## src/rtl/arb_pkg.sv

```systemverilog
// arb_pkg: shared types and constants for the 8-way round-robin arbiter.
package arb_pkg;
    localparam int NUM_REQ = 8;
    localparam int IDX_W = 3;
    localparam logic [IDX_W-1:0] PTR_RST = 3'd7;
    typedef enum logic [1:0] {IDLE, GRANT, GAP} state_t;
endpackage

```

## src/rtl/rr_arbiter_8_if.sv

```systemverilog
// rr_arbiter_8_if: request/grant bundle; master = arbiter side, slave = requester side.
// RR_ARBITER_STATS_EN adds the grant_count/expire_count statistics signals.
interface rr_arbiter_8_if;
    logic [arb_pkg::NUM_REQ-1:0] req;
    logic [arb_pkg::NUM_REQ-1:0] grant;
    logic [arb_pkg::IDX_W-1:0] grant_idx;
    logic grant_valid;
    logic hold_expired;
`ifdef RR_ARBITER_STATS_EN
    logic [15:0] grant_count;
    logic [15:0] expire_count;
    modport master(input req, output grant, grant_idx, grant_valid, hold_expired, grant_count, expire_count);
    modport slave(output req, input grant, grant_idx, grant_valid, hold_expired, grant_count, expire_count);
`else
    modport master(input req, output grant, grant_idx, grant_valid, hold_expired);
    modport slave(output req, input grant, grant_idx, grant_valid, hold_expired);
`endif
endinterface

```

## src/rtl/onehot_dec3to8.sv

```systemverilog
// onehot_dec3to8: combinational 3-bit index to 8-bit one-hot decoder.
module onehot_dec3to8 (
    input  logic [2:0] idx,
    output logic [7:0] onehot
);
    assign onehot = 8'b1 << idx;
endmodule

```

## src/rtl/rr_arbiter_8.sv

```systemverilog
// rr_arbiter_8: 8-requester round-robin arbiter with hold limit and break-before-make gap.
// Optional RR_ARBITER_STATS_EN adds saturating grant/expire counters.
module rr_arbiter_8
    import arb_pkg::*;
#(
    parameter int HOLD_MAX = 15,
    parameter int CNT_W = 8
) (
    input logic clk,
    input logic rst,
    rr_arbiter_8_if.master bus
);
    // First set request strictly after p, wrapping; smallest offset wins.
    function automatic logic [IDX_W-1:0] rr_pick(input logic [NUM_REQ-1:0] r, input logic [IDX_W-1:0] p);
        logic [IDX_W-1:0] w;
        w = p;
        for (int k = NUM_REQ; k >= 1; k--)
            if (r[IDX_W'(int'(p) + k)]) w = IDX_W'(int'(p) + k);
        return w;
    endfunction

    state_t state_q, state_d;
    logic [NUM_REQ-1:0] grant_q, grant_d, win_oh;
    logic [IDX_W-1:0] idx_q, idx_d, ptr_q, ptr_d, win;
    logic [CNT_W-1:0] cnt_q, cnt_d;
    logic exp_q, exp_d;
    logic start;

    assign win = rr_pick(bus.req, ptr_q);
    assign start = (state_q == IDLE) && (|bus.req);

    onehot_dec3to8 u_dec (.idx(win), .onehot(win_oh));

    always_comb begin
        state_d = state_q;
        grant_d = grant_q;
        idx_d = idx_q;
        ptr_d = ptr_q;
        cnt_d = cnt_q;
        exp_d = 1'b0;
        case (state_q)
            IDLE: if (start) begin
                state_d = GRANT;
                grant_d = win_oh;
                idx_d = win;
                ptr_d = win;
                cnt_d = CNT_W'(1);
            end
            GRANT: if (!bus.req[idx_q]) begin
                state_d = GAP;
                grant_d = '0;
            end else if (cnt_q == CNT_W'(HOLD_MAX)) begin
                state_d = GAP;
                grant_d = '0;
                exp_d = 1'b1;
            end else begin
                cnt_d = cnt_q + CNT_W'(1);
            end
            default: state_d = IDLE;
        endcase
    end

    always_ff @(posedge clk or posedge rst) begin
        if (rst) begin
            state_q <= IDLE;
            grant_q <= '0;
            idx_q <= PTR_RST;
            ptr_q <= PTR_RST;
            cnt_q <= '0;
            exp_q <= 1'b0;
        end else begin
            state_q <= state_d;
            grant_q <= grant_d;
            idx_q <= idx_d;
            ptr_q <= ptr_d;
            cnt_q <= cnt_d;
            exp_q <= exp_d;
        end
    end

    assign bus.grant = grant_q;
    assign bus.grant_idx = idx_q;
    assign bus.grant_valid = |grant_q;
    assign bus.hold_expired = exp_q;

`ifdef RR_ARBITER_STATS_EN
    logic [15:0] gcnt_q, gcnt_d, ecnt_q, ecnt_d;

    always_comb begin
        gcnt_d = (start && gcnt_q != 16'hFFFF) ? gcnt_q + 16'd1 : gcnt_q;
        ecnt_d = (exp_d && ecnt_q != 16'hFFFF) ? ecnt_q + 16'd1 : ecnt_q;
    end

    always_ff @(posedge clk or posedge rst) begin
        if (rst) begin
            gcnt_q <= '0;
            ecnt_q <= '0;
        end else begin
            gcnt_q <= gcnt_d;
            ecnt_q <= ecnt_d;
        end
    end

    assign bus.grant_count = gcnt_q;
    assign bus.expire_count = ecnt_q;
`endif
endmodule
```

## src/flat_wrapper.sv

```systemverilog
// flat-port wrapper written by rule: the top's interface ports become plain ports
module rr_arbiter_8_flat import arb_pkg::*;
#(
    parameter int HOLD_MAX = 15,
    parameter int CNT_W = 8
)
  (clk, rst, bus_req, bus_grant, bus_grant_idx, bus_grant_valid, bus_hold_expired);
  rr_arbiter_8_if bus_i ();
  input logic clk;
  input logic rst;
  input wire logic [$bits(bus_i.req)-1:0] bus_req;
  output wire logic [$bits(bus_i.grant)-1:0] bus_grant;
  output wire logic [$bits(bus_i.grant_idx)-1:0] bus_grant_idx;
  output wire logic [$bits(bus_i.grant_valid)-1:0] bus_grant_valid;
  output wire logic [$bits(bus_i.hold_expired)-1:0] bus_hold_expired;
  assign bus_i.req = bus_req;
  assign bus_grant = bus_i.grant;
  assign bus_grant_idx = bus_i.grant_idx;
  assign bus_grant_valid = bus_i.grant_valid;
  assign bus_hold_expired = bus_i.hold_expired;
  rr_arbiter_8 #(.HOLD_MAX(HOLD_MAX), .CNT_W(CNT_W)) u_core (.clk(clk), .rst(rst), .bus(bus_i));
endmodule
```

## config.mk

```make
export PLATFORM = sky130hd
export DESIGN_NAME = rr_arbiter_8_flat
export DESIGN_NICKNAME = d
export VERILOG_FILES = /design/src/rtl/arb_pkg.sv /design/src/rtl/rr_arbiter_8_if.sv /design/src/rtl/onehot_dec3to8.sv /design/src/rtl/rr_arbiter_8.sv /design/src/flat_wrapper.sv
export SDC_FILE = /design/constraint.sdc
export NUM_CORES = 1
export LEC_CHECK = 0
export CAP_MARGIN = 25
export CORE_UTILIZATION = 60
export CTS_CLUSTER_DIAMETER = 60
export CTS_CLUSTER_SIZE = 16
export DETAILED_ROUTE_END_ITERATION = 7
export PLACE_DENSITY = 0.85
export SLEW_MARGIN = 40
export SYNTH_ARGS = -nofsm -noshare
export SYNTH_HDL_FRONTEND = slang
export SYNTH_SLANG_ARGS = --single-unit
```

## constraint.sdc

```tcl
create_clock -name clk -period 7.58 [get_ports clk]
set_input_delay 1.516 -clock clk [delete_from_list [all_inputs] [get_ports clk]]
set_output_delay 1.516 -clock clk [all_outputs]
set_load 0.1 [all_outputs]
```

==> flow_metrics.py <==
metrics = {
    "outcome": {
        "status": "complete, but fails checks",
        "violations": "design-rule violations",
    },
    "grt": {
        "grt_pass1_vias": 1583,
        "gr-usage-all-layers": 0.297,
        "grt_max_degree": 27,
        "grt_pass1_wl_um": 7600,
        "antenna_found_initial": 0,
        "grt_overflow": 0,
    },
    "critical_path": {
        "path_max_fanout": 26,
        "arrival_ns": 4.42,
        "crit_required_ns": 7.85,
        "endpoint_kind": "flip-flop",
        "worstSetupPathType": "reg2reg",
        "setup.worst_path.start_class": "flip-flop",
    },
    "floorplanning": {
        "fp.dieArea_um2": 3350,
        "ios": 23,
        "core_um2": 2850,
        "num_rows": 19,
        "die_x_um": 57.9,
        "start_util": 0.657,
        "die_h_um": 57.9,
    },
    "drt": {
        "ant_nets": 0,
        "firstDrtPassIters": 7,
        "routedWlPerCell_um": 18.6,
        "drt_iter0_drc": 105,
        "finalWirelength_um": 4350,
        "drc": 3,
        "vias_per_cell": 6.97,
        "vias": 1632,
    },
    "timing": {
        "worstMarginPinSlew_ns": 0.655,
        "hold_viol": 0,
        "drv_slew": 0,
        "tns_ns": 0,
        "fin_skew_ns": 0.0161,
        "slew_headroom": 0.558,
        "period_needed_ns": 4.15,
        "min_period_over_period": 0.548,
        "rsz0062_at_grt": "false",
        "setup_viol": 0,
        "fmax_mhz": 241,
    },
    "synthesis": {
        "synth_top_area_cell": "dfrtp_1",
        "synth_compound_area_frac": 0.183,
        "muxShareOfSynthArea": 0.197,
        "ys_seq_area_frac": 0.296,
        "ys_seq_elements": 22,
        "yosys-top-cells-count": "nand2_1 (22), dfrtp_1 (19), nor2_1 (13)",
        "netlist.area_leader.share": 0.254,
        "synthCells": 188,
        "synth_area_leaders": "dfrtp_1 (25%), mux4_2 (13%), nand2_1 (4.4%)",
        "ys_warn_count": 0,
        "synth_fp_nets": 201,
        "syn_avg_cell_area_um2": 9.98,
        "ys_types": 52,
        "synthSimpleGateAreaFrac": 0.195,
        "dominantRegCellSynth": "dfrtp_1",
        "synth_area_um2": 1880,
        "synth-async-reset-ratio": 1.00,
        "synth-xor-area-share": 0.0607,
        "synthAdderAreaFrac": 0.0200,
        "synth_top_family_by_area": "multiplexers",
        "synth-edff-count": 0,
        "synth_most_common_cell": "nand2_1",
    },
    "clock_network": {
        "numClockSinks": 22,
        "cts_buffers": 3,
        "cts_setup_buffers": 0,
        "root_buffer": "clkbuf_4",
        "clk_transition_reported_paths_ns": 0.13,
        "postCtsResizedCells": 0,
        "clk_latency_ns": 0.32,
        "clock_path_buffers": 2,
        "ctsHoldBuffers": 0,
        "h-tree-depth": 1,
        "cts_tree": "built",
    },
    "final_layout": {
        "area_delta_synth_final_pct": 9.47,
        "nets": 217,
        "n_antenna_cell": 0,
        "drive_above_1_share": 0.232,
    },
    "hold_path": {
        "min_path_type": "reg2reg",
    },
    "flow_run": {
        "cap_violations": 0,
    },
    "placed_design": {
        "port_buffers": 22,
        "dp_hpwl_um": 3170,
        "finalWeightedCongestion": 0.999,
    },
}
[final timing paths]
path / from / endpoint / slack, ns / cells past startpoint
max in group asynchronous: rst / u_core.bus.grant_idx[0] / 5.72 / 2
worst min-delay path: u_core.bus.grant[3] / u_core.bus.grant[3] / 0.52 / 2
worst max register to register: u_core.bus.grant_idx[1] / u_core.bus.grant[0] / 3.43 / 8
worst min register to register: u_core.bus.grant[3] / u_core.bus.grant[3] / 0.52 / 2
min in group asynchronous: rst / u_core.bus.grant[0] / 1.50 / 2
worst max-delay path: u_core.bus.grant_idx[1] / u_core.bus.grant[0] / 3.43 / 8
[sequential cells by signal, indices dropped and copies added, names as in the netlist]
name and count:
u_core.bus.grant_idx 3, u_core.cnt_q 8, u_core.state_q 2, u_core.bus.hold_expired 1, u_core.bus.grant 8
[per-stage QoR]
| step | utilization | std cells | instance area [um2] | worst slack (ns) | hold slack (ns) |
|---|---|---|---|---|---|
| floorplan | - | 188 | 1880 | 3.71 | 0.506 |
| global placement | 0.724 | 230 | 2070 | 3.45 | 0.490 |
| detailed placement | 0.701 | 230 | 2000 | 3.35 | 0.497 |
| CTS | 0.720 | 234 | 2050 | 3.47 | 0.527 |
| global route | 0.720 | 234 | 2050 | 3.25 | 0.568 |
| finish | 0.720 | 234 | 2050 | 3.43 | 0.519 |
[area by class of cell]
type                            instances  area (um2)
Clock inverter                          1        30.0
Fill cell                             213         800
Timing Repair Buffer                   22         155
Multi-Input combinational cell        149        1230
Clock buffer                            3        22.5
Sequential cell                        22         554
Inverter                                6        22.5
Tap cell                               31        38.8
[cells in the final DEF (no fill, tap or decap), drive strengths merged, types with 2 or more instances in the layout]
cell type	count
a211oi	2
a21oi	4
a221oi	4
a311oi	2
a31oi	2
a32o	4
and2	3
and3	3
and4	2
buf	13
clkbuf	3
clkdlybuf4s50	9
dfrtp	19
dfstp	3
ha	3
inv	6
mux2	6
mux2i	5
mux4	11
nand2	22
nand2b	6
nand3	6
nand4	3
nor2	13
nor2b	3
nor4	6
o21ai	5
o31ai	6
o41ai	2
or2	2
xnor2	6
xor2	7
[metal layers]
layer	track usage	wire, um	part of all wire
met5	0	0	0
met4	0.0986	38	0.0087
met3	0.0647	321	0.074
met2	0.461	2150	0.49
met1	0.417	1840	0.42
[kinds of logic (layout without fill, tap and decap cells)]
| group | Yosys count | count (layout) |
|---|---|---|
| and+or+nand+nor | 71 | 71 |
| buffers and inverters | 17 | 32 |
| xor gates and xnor gates | 13 | 13 |
| muxes | 22 | 22 |
| adders and majority gates | 3 | 3 |
| DFF | 22 | 22 |
| AOI/OAI and AO/OA | 40 | 40 |
[worst max-delay path: stages (launching register included)]
cell	delay (ns)
dfstp_2	0.91
inv_1	0.27
ha_1	0.75
mux4_2	0.66
and2_1	0.20
o41ai_1	0.65
o41ai_4	0.16
a21oi_1	0.29
a32o_1	0.21
Power is left out: the tool's default activity adds up to more than one toggle a clock period on the data nets, which glitch-free logic cannot reach.
==> patch, RTL diff (config.mk and constraints unchanged) <==
`CNT_W` is set to 8 in 2 places; all go to 10.
--- a/src/rtl/rr_arbiter_8.sv
+++ b/src/rtl/rr_arbiter_8.sv
@@ -5,5 +5,5 @@
 #(
     parameter int HOLD_MAX = 15,
-    parameter int CNT_W = 8
+    parameter int CNT_W = 10
 ) (
     input logic clk,
--- a/src/flat_wrapper.sv
+++ b/src/flat_wrapper.sv
@@ -3,5 +3,5 @@
 #(
     parameter int HOLD_MAX = 15,
-    parameter int CNT_W = 8
+    parameter int CNT_W = 10
 )
   (clk, rst, bus_req, bus_grant, bus_grant_idx, bus_grant_valid, bus_hold_expired);
Function: same outputs for any inputs over 10 cycles, from zero or initial values and one cycle with rst high; that may be too few to reach the edited logic, so the function may still have changed.
==> patch against the original RTL <==
- sequential cell count is 2 higher
- die area is 6.6% higher
- area after synthesis is 6.8% higher
- cell area is 7.9% higher
- worst setup slack better by 0.25 ns
- routed wire length is 3.3% higher
- highest routed layer unchanged
Power is not shown: default switching activity piles up to over one toggle a cycle in this logic, so the estimate is an artifact.
==> patch: results (changes against the original RTL) <==
Clocking
  – Clk buf depth: 2 (unchanged)
  – Root Driver: clkbuf_4
  – Worst-Skew Late Latency: a little over 0.3 ns
  – Post_cts resized: 0 (unchanged)
  – Postcts setup bufs: 0 (unchanged)
  – Clock transition at the registers of the reported paths: 0.13 ns (about the same)
  – Clock H-tree levels: 1 (unchanged)
  – CTS buffer count: 3 (unchanged)

Hold path
  – Worst Hold Launch: u_core.bus.grant[1]$_DFFE_PP0P_
  – Hold Path Class: reg -> reg
  – Hold path cells: 1 (-1)
  – Hold Path Sink: u_core.bus.grant[1]$_DFFE_PP0P_

Global route
  – Gr usage total: 27.15% (-2.5 points)
  – Vias in the first global route: 1600 (+1.1%)
  – First-pass GRT wire length: 7272 µm (-4.4%)
  – Initial antenna violation count: 0 (unchanged)
  – Largest net degree at the start of global routing: 25 (-7.4%)

Finish
  – NumNets Final: 231 (+6.5%)
  – Most flop-heavy register: u_core.cnt_q
  – Share of layout cells above drive strength 1: 18.43% (-4.7 points)
  – ANT cells: 0 (unchanged)
  – Largest register FFs: 10
  – Layout fillers: 237 (+11%)

Setup path
  – Crit path capture: u_core.bus.grant[3]$_DFFE_PP0P_
  – CP max-delay cell: dfstp_2
  – Worst path max stage delay: 0.81 ns (-0.10 ns)
  – R2R cell count: 9 (+1)
  – CP top delay family: compound AO/OA/AOI/OAI gates
  – CP Launch Point: u_core.bus.grant_idx[1]$_DFFE_PP1P_
  – Crit path max fanout: 20 (-23%)

Timing
  – Slew at the pin closest to its max-slew limit: 0.6674 ns (+0.01278 ns)
  – PnR worst setup slack: 3.675 ns (+0.2482 ns)
  – Clk_skew: 0.009736 ns (-0.006368 ns)

Synth
  – Post-synth top cells: dfrtp_1, nand2_1, nor2_1
  – Sequential cell area fraction in the yosys report: 30.17% (+0.62 points)
  – Synth top area cells: dfrtp_1, mux4_2, mux4_1
  – Synth unique cells: 52 (unchanged)
  – Ys async rst share: 100.0% (unchanged)
  – Synth warn: 0 (unchanged)
  – Syn Nets: 211 (+5.0%)

Run status
  – Status: complete, no violations

Placement
  – Post-DP HPWL: 3319 µm (+4.8%)
  – IO Port Bufs: 22 (unchanged)
  – Final RePlAce weighted congestion: 0.9396 (-6.0%)
  – Placed instance area: 2162 µm² (+8.1%)
  – Pre-CTS setup slack: 3.484 ns (+0.1349 ns)

Routing
  – Final WL: 4490 µm (+3.3%)
  – DRT Pass-1 Iters: 4 (-3)
  – Initial DRC count: 144 (+37%)
  – Vias/cell: 6.820 (-2.2%)
-- patch: cell count changes after synthesis, sizes merged, moves of 6 or more --
| cell | change |
|---|---|
| a21oi | +10 |
| mux2i | +6 |
| nand2 | -8 |
| o21ai | +8 |
| o31ai | -6 |
-- patch: per-stage QoR --
stage / utilization [%] / hold WS, ns / cells
6_report: 71.37 / 0.5244 / 261
5_1_grt: 71.37 / 0.5374 / 261
4_1_cts: 71.37 / 0.5286 / 261
3_5_place_dp: 69.68 / 0.4988 / 257
3_3_place_gp: 71.77 / 0.4966 / 257
2_1_floorplan: - / 0.4603 / 198
-- patch: cell type report --
| class | instances | area [µm²] | share of cell area (%) |
|---|---|---|---|
| Timing Repair Buffer | 22 | 155.1 | 7.006 |
| Tap cell | 44 | 55.05 | 2.486 |
| Clock inverter | 1 | 30.03 | 1.356 |
| Sequential cell | 24 | 604.3 | 27.29 |
| Multi-Input combinational cell | 158 | 1314 | 59.32 |
| Clock buffer | 3 | 22.52 | 1.017 |
| Inverter | 9 | 33.78 | 1.525 |
-- patch: kinds of logic after synthesis --
family	count (synthesis)	synth area share, %
flip-flops	24	30.17
AO/OA/AOI/OAI	53	19.11
AND/OR/NAND/NOR	62	15.80
adder cells (fa/ha/maj)	3	1.874
buffers and inverters	16	4.247
XOR/XNOR	13	6.808
multiplexers	27	21.99
-- patch: routing by layer --
metal  global-route usage, %  routed length [µm]
met3                   5.411                 393
met2                   43.02                2161
met4                   7.641                  99
met5                       0                   0
met1                   37.80                1834
-- patch: worst reg2reg max path: cells and delay by family, from the launching register on --
family	cells	cell delay, ns
flip-flops	1	0.81
multiplexers	1	0.70
AO/OA/AOI/OAI	5	0.99
adder cells (fa/ha/maj)	1	0.70
AND/OR/NAND/NOR	1	0.23
buffers and inverters	1	0.37
